File: config.mk
export PLATFORM = sky130hd
export DESIGN_NAME = snare_recorder
export DESIGN_NICKNAME = d
export VERILOG_FILES = /design/src/rtl/snare_recorder.sv
export SDC_FILE = /design/constraint.sdc
export NUM_CORES = 1
export LEC_CHECK = 0
export BUFFER_PORTS_ARGS = -buffer_cell sky130_fd_sc_hd__buf_2
export CAP_MARGIN = 20
export CORE_UTILIZATION = 50
export CTS_BUF_LIST = sky130_fd_sc_hd__clkbuf_2
export DETAILED_ROUTE_END_ITERATION = 6
export GPL_ROUTABILITY_DRIVEN = 0
export GPL_TIMING_DRIVEN = 0
export HOLD_SLACK_MARGIN = 0.05
export PLACE_DENSITY = 0.84
export SETUP_SLACK_MARGIN = 0.5
export SLEW_MARGIN = 25
export SYNTH_ARGS = -nofsm -noshare
export SYNTH_HDL_FRONTEND = slang
export SYNTH_SLANG_ARGS = --single-unit
File: constraint.sdc
create_clock -name clk -period 2.7 [get_ports clk]
set_input_delay 0.54 -clock clk [delete_from_list [all_inputs] [get_ports clk]]
set_output_delay 0.54 -clock clk [all_outputs]
set_load 0.005 [all_outputs]
File: src/rtl/snare_recorder.sv
// Writes a signed 16-bit sample stream into the snare sample RAM at addresses 0..MAXCOUNT.
// Define RECORDER_TRIGGER_EN to build the ARMED state and the |sample| >= THRESHOLD start trigger.
module snare_recorder #(
  parameter logic [14:0] MAXCOUNT  = 15'd16481,
  parameter logic [14:0] THRESHOLD = 15'd2048
) (
  input  logic        clk,
  input  logic        resetn,
  input  logic        start,
  input  logic        abort,
  input  logic [15:0] sample_in,
  input  logic        sample_valid,
  output logic [14:0] wr_addr,
  output logic [15:0] wr_data,
  output logic        wr_en,
  output logic        busy,
  output logic        done,
  output logic [14:0] length
);

  typedef enum logic [1:0] {IDLE, ARMED, RECORD, DONE} state_t;

  state_t      state;
  logic [14:0] cnt;
  logic        accept;

`ifdef RECORDER_TRIGGER_EN
  logic [15:0] neg;
  logic [14:0] mag;

  // -32768 has no positive counterpart, so it saturates to 32767
  always_comb begin
    neg = -sample_in;
    if (!sample_in[15])           mag = sample_in[14:0];
    else if (sample_in == 16'h8000) mag = 15'h7fff;
    else                          mag = neg[14:0];
  end

  assign accept = sample_valid &&
                  (state == RECORD || (state == ARMED && mag >= THRESHOLD));
`else
  logic unused_thr;
  assign unused_thr = ^THRESHOLD;
  assign accept     = sample_valid && state == RECORD;
`endif

  always_ff @(posedge clk or negedge resetn) begin
    if (!resetn) begin
      state   <= IDLE;
      cnt     <= '0;
      wr_addr <= '0;
      wr_data <= '0;
      wr_en   <= 1'b0;
      busy    <= 1'b0;
      done    <= 1'b0;
      length  <= '0;
    end else begin
      wr_en <= 1'b0;
      if (abort && (state == ARMED || state == RECORD || start)) begin
        state <= IDLE;
        busy  <= 1'b0;
        done  <= 1'b0;
      end else if (start && (state == IDLE || state == DONE)) begin
`ifdef RECORDER_TRIGGER_EN
        state <= ARMED;
`else
        state <= RECORD;
`endif
        cnt    <= '0;
        length <= '0;
        busy   <= 1'b1;
        done   <= 1'b0;
      end else if (accept) begin
        // cnt is still 0 in ARMED, so the triggering sample lands at word 0
        wr_en   <= 1'b1;
        wr_addr <= cnt;
        wr_data <= sample_in;
        length  <= cnt + 15'd1;
        if (cnt == MAXCOUNT) begin
          state <= DONE;
          busy  <= 1'b0;
          done  <= 1'b1;
        end else begin
          state <= RECORD;
          cnt   <= cnt + 15'd1;
        end
      end
    end
  end

endmodule

==> results.ini <==
[yosys]
synth_simple_gate_area_frac = 0.141
synth_compound_area_frac = 0.122
synth_fp_nets = 282
synth_top_family_by_area = multiplexers
syn-cell-area_um2 = 3260
synthMuxAreaShare = 0.142
synth-seq-area-share = 0.507
netlist_instances = 258
synth_cell_types = 57
avgSynthCellArea_um2 = 12.6
yosys_register_bits = 66
ys_warn_count = 0
async_flop_share = 1.00
synth_adder_area_share = 0.0115
synth_xor_area_frac = 0.0323
synth_ff_type = dfrtp_1
synth_edf_count = 0

[die]
coreArea_um2 = 6310
start_util = 0.516
fp.dieH_um = 82.7
fp-row-count = 29
die-area_um2 = 6840
pin_count = 70
die_w_um = 82.7

[placed_design]
placed_area_um2 = 3720
dpl.hpwl_um = 5020
place_ws_ps = 592
io_buffers = 69

[setup_path]
r2r.worst_path.cells = 6
cp.arrival_ps = 2490
crit_type = register to register
start_kind = register
r2r-end = cnt[1]$_DFFE_PN0P_
crit_path_end_kind = register
cp_max_fo = 10
startpoint = state[0]$_DFFE_PN0P_
crit_path_end = cnt[1]$_DFFE_PN0P_
critPathRequiredTime_ps = 3090
r2r_start = state[0]$_DFFE_PN0P_
ff2ff_setup_slack_ps = 600

[sta]
hold_viol_final = 0
rsz0062_at_grt = yes
finalSetupTns_ps = 0
worstMarginPinSlew_ps = 520
finalWorstSetupSlack_ps = 600
fin_worst_skew_ps = 12.5
max_slew_margin = 0.653
fmax_mhz = 476
timing.final.crit_share = 0.778
slew_viol_final = 0
setup_violations = 0
layout_min_cycle_time_ps = 2100

[clock_network]
clkTransAtPathRegs_ps = 180
cts_root_buffer = clkbuf_2
cts_sinks = 66
cts_tree = yes
htree_levels = 3
clk_path_buf_depth = 2
cts_buffers = 9
post_cts_buffers = 0
clk-insertion-delay-late_ps = 490

[outcome]
status = finished with violations
violations = design-rule violations

[routing]
antenna_left = 0
vias = 2423
wl_um = 7110
wl_per_cell_um = 16.8
vias_per_cell = 5.73
drt-initial-drc-count = 190
drcViolationCount = 2
drt-pass1-iter-count = 6

[grt]
grt_pass1_wl_um = 11600
antenna_found_initial = 0
grt_pass1_vias = 2321
gr-usage-all-layers = 0.230
overflow = 0
grt_max_degree = 37

[finish]
area.growth.synth_to_final_pct = 18.9
final_area_um2 = 3870
n_antenna_cell = 0
nNetsFinal = 365
nFillCells = 526
drive_above_1_share = 0.460

[power_and_ir_drop]
irDropWorstVdd_mv = 0.502
power.leakage_nw = 1.96
power_density_nw_per_um2 = 900

[min_path]
hp-class = input pin to register

[run]
maxCapViolCount = 0

-- worst min path at each step --
stage / from / end / slack [ps] / cells past startpoint
floorplan: resetn / busy$_DFFE_PN0P_ / 240 / 0
global placement: length[2]$_DFFE_PN0P_ / length[2]$_DFFE_PN0P_ / 460 / 2
detailed placement: length[3]$_DFFE_PN0P_ / length[3]$_DFFE_PN0P_ / 460 / 1
CTS: sample_in[15] / wr_data[15]$_DFFE_PN0P_ / 240 / 2
global route: sample_in[13] / wr_data[13]$_DFFE_PN0P_ / 220 / 2
finish: sample_in[15] / wr_data[15]$_DFFE_PN0P_ / 260 / 2
-- cell families (layout without fill, tap and decap cells) --
logic type / after synthesis / count (layout)
flops: 66 / 66
simple gates: 64 / 65
compound gates: 53 / 53
mux: 36 / 36
buf+inv: 24 / 111
xor+xnor: 12 / 12
fa+ha+maj: 3 / 3
-- Yosys cell counts (3+ instances only) --
cell / n / area (um2)
a21o_1: 5 / 37.5
buf_4: 3 / 22.5
o21ai_1: 4 / 20.0
mux2_4: 16 / 240
o31ai_1: 9 / 67.6
clkbuf_1: 3 / 11.3
dfrtp_1: 66 / 1650
nand2_1: 19 / 71.3
nand4_4: 3 / 63.8
nor3_1: 6 / 30.0
xnor2_1: 8 / 70.1
a31oi_1: 5 / 31.3
buf_2: 3 / 15.0
xor2_1: 4 / 35.0
nor2_1: 6 / 22.5
nand3_1: 7 / 35.0
mux2_2: 19 / 214
o21ai_0: 8 / 40.0
a31o_2: 6 / 52.6
a22o_1: 5 / 43.8
ha_1: 3 / 37.5
inv_1: 9 / 33.8
-- flip-flops by register name (all words and copies together), names as in the netlist --
register / flops
busy: 1
cnt: 15
wr_data: 16
wr_en: 1
done: 1
wr_addr: 15
state: 2
length: 15
-- placed cells by master (no fill, tap or decap), types with 2 or more instances in the layout --
cell | netlist | layout
buf_2 | 3 | 71
dfrtp_1 | 66 | 66
nand2_1 | 19 | 19
mux2_2 | 19 | 19
mux2_4 | 16 | 16
clkbuf_2 | 2 | 14
inv_1 | 9 | 9
o31ai_1 | 9 | 9
xnor2_1 | 8 | 8
o21ai_0 | 8 | 8
nand3_1 | 7 | 7
nor3_1 | 6 | 6
nor2_1 | 6 | 6
a31o_2 | 6 | 6
a21o_1 | 5 | 5
a22o_1 | 5 | 5
a31oi_1 | 5 | 5
buf_4 | 3 | 4
xor2_1 | 4 | 4
o21ai_1 | 4 | 4
nand4_4 | 3 | 3
ha_1 | 3 | 3
buf_12 | 1 | 2
o211a_1 | 2 | 2
buf_6 | 2 | 2
nor4b_4 | 2 | 2
a21oi_1 | 2 | 2
nor2b_1 | 2 | 2
bufinv_16 | 0 | 2
clkinv_2 | 0 | 2
-- critical path, cell delays in order, from the launching register on --
cell      delay [ps]
dfrtp_1          390
inv_1             50
ha_1             390
a211oi_1         380
nand4_4          250
nand2_2          200
mux2_2           340
-- metal layers --
layer  track usage  wire length, um  vias up
met4         0.112              146        0
met2         0.368             3610       71
met1         0.299             3100     1231
li1              -                -     1105
met3        0.0418              257       16
met5             0                0        -
-- metrics by stage --
step / power (W) / hold slack [ps] / utilization / instances
2_1_floorplan: 0.00235 / 244 / - / 258
3_3_place_gp: 0.00277 / 459 / 0.586 / 404
3_5_place_dp: 0.00284 / 460 / 0.590 / 405
4_1_cts: 0.00349 / 236 / 0.612 / 422
5_1_grt: 0.00369 / 224 / 0.613 / 423
6_report: 0.00348 / 262 / 0.613 / 423
-- where the power goes --
part           total [W]  switching, W  leakage (nW)  internal (W)
Clock           0.000662      0.000357        0.0793      0.000304
Combinational    0.00135      0.000662          1.01      0.000684
Sequential       0.00148      0.000197         0.867       0.00128
-- what timing repair did --
action	in CTS	in global routing
endpoints found under the setup margin	0	8
endpoints found under the hold margin	30	0
gates resized for setup	0	4
hold buffers	1	0
-- cell type report --
cell class                      instances  area [um2]  area share
Timing Repair Buffer                   71         378      0.0976
Buffer                                 14         104      0.0268
Inverter                               10        42.5      0.0110
Clock inverter                          6        81.3      0.0210
Clock buffer                           10        50.0      0.0129
Multi-Input combinational cell        169        1470       0.379
Tap cell                               77        96.3      0.0249
Sequential cell                        66        1650       0.426
(Power assumes the default switching activity.)
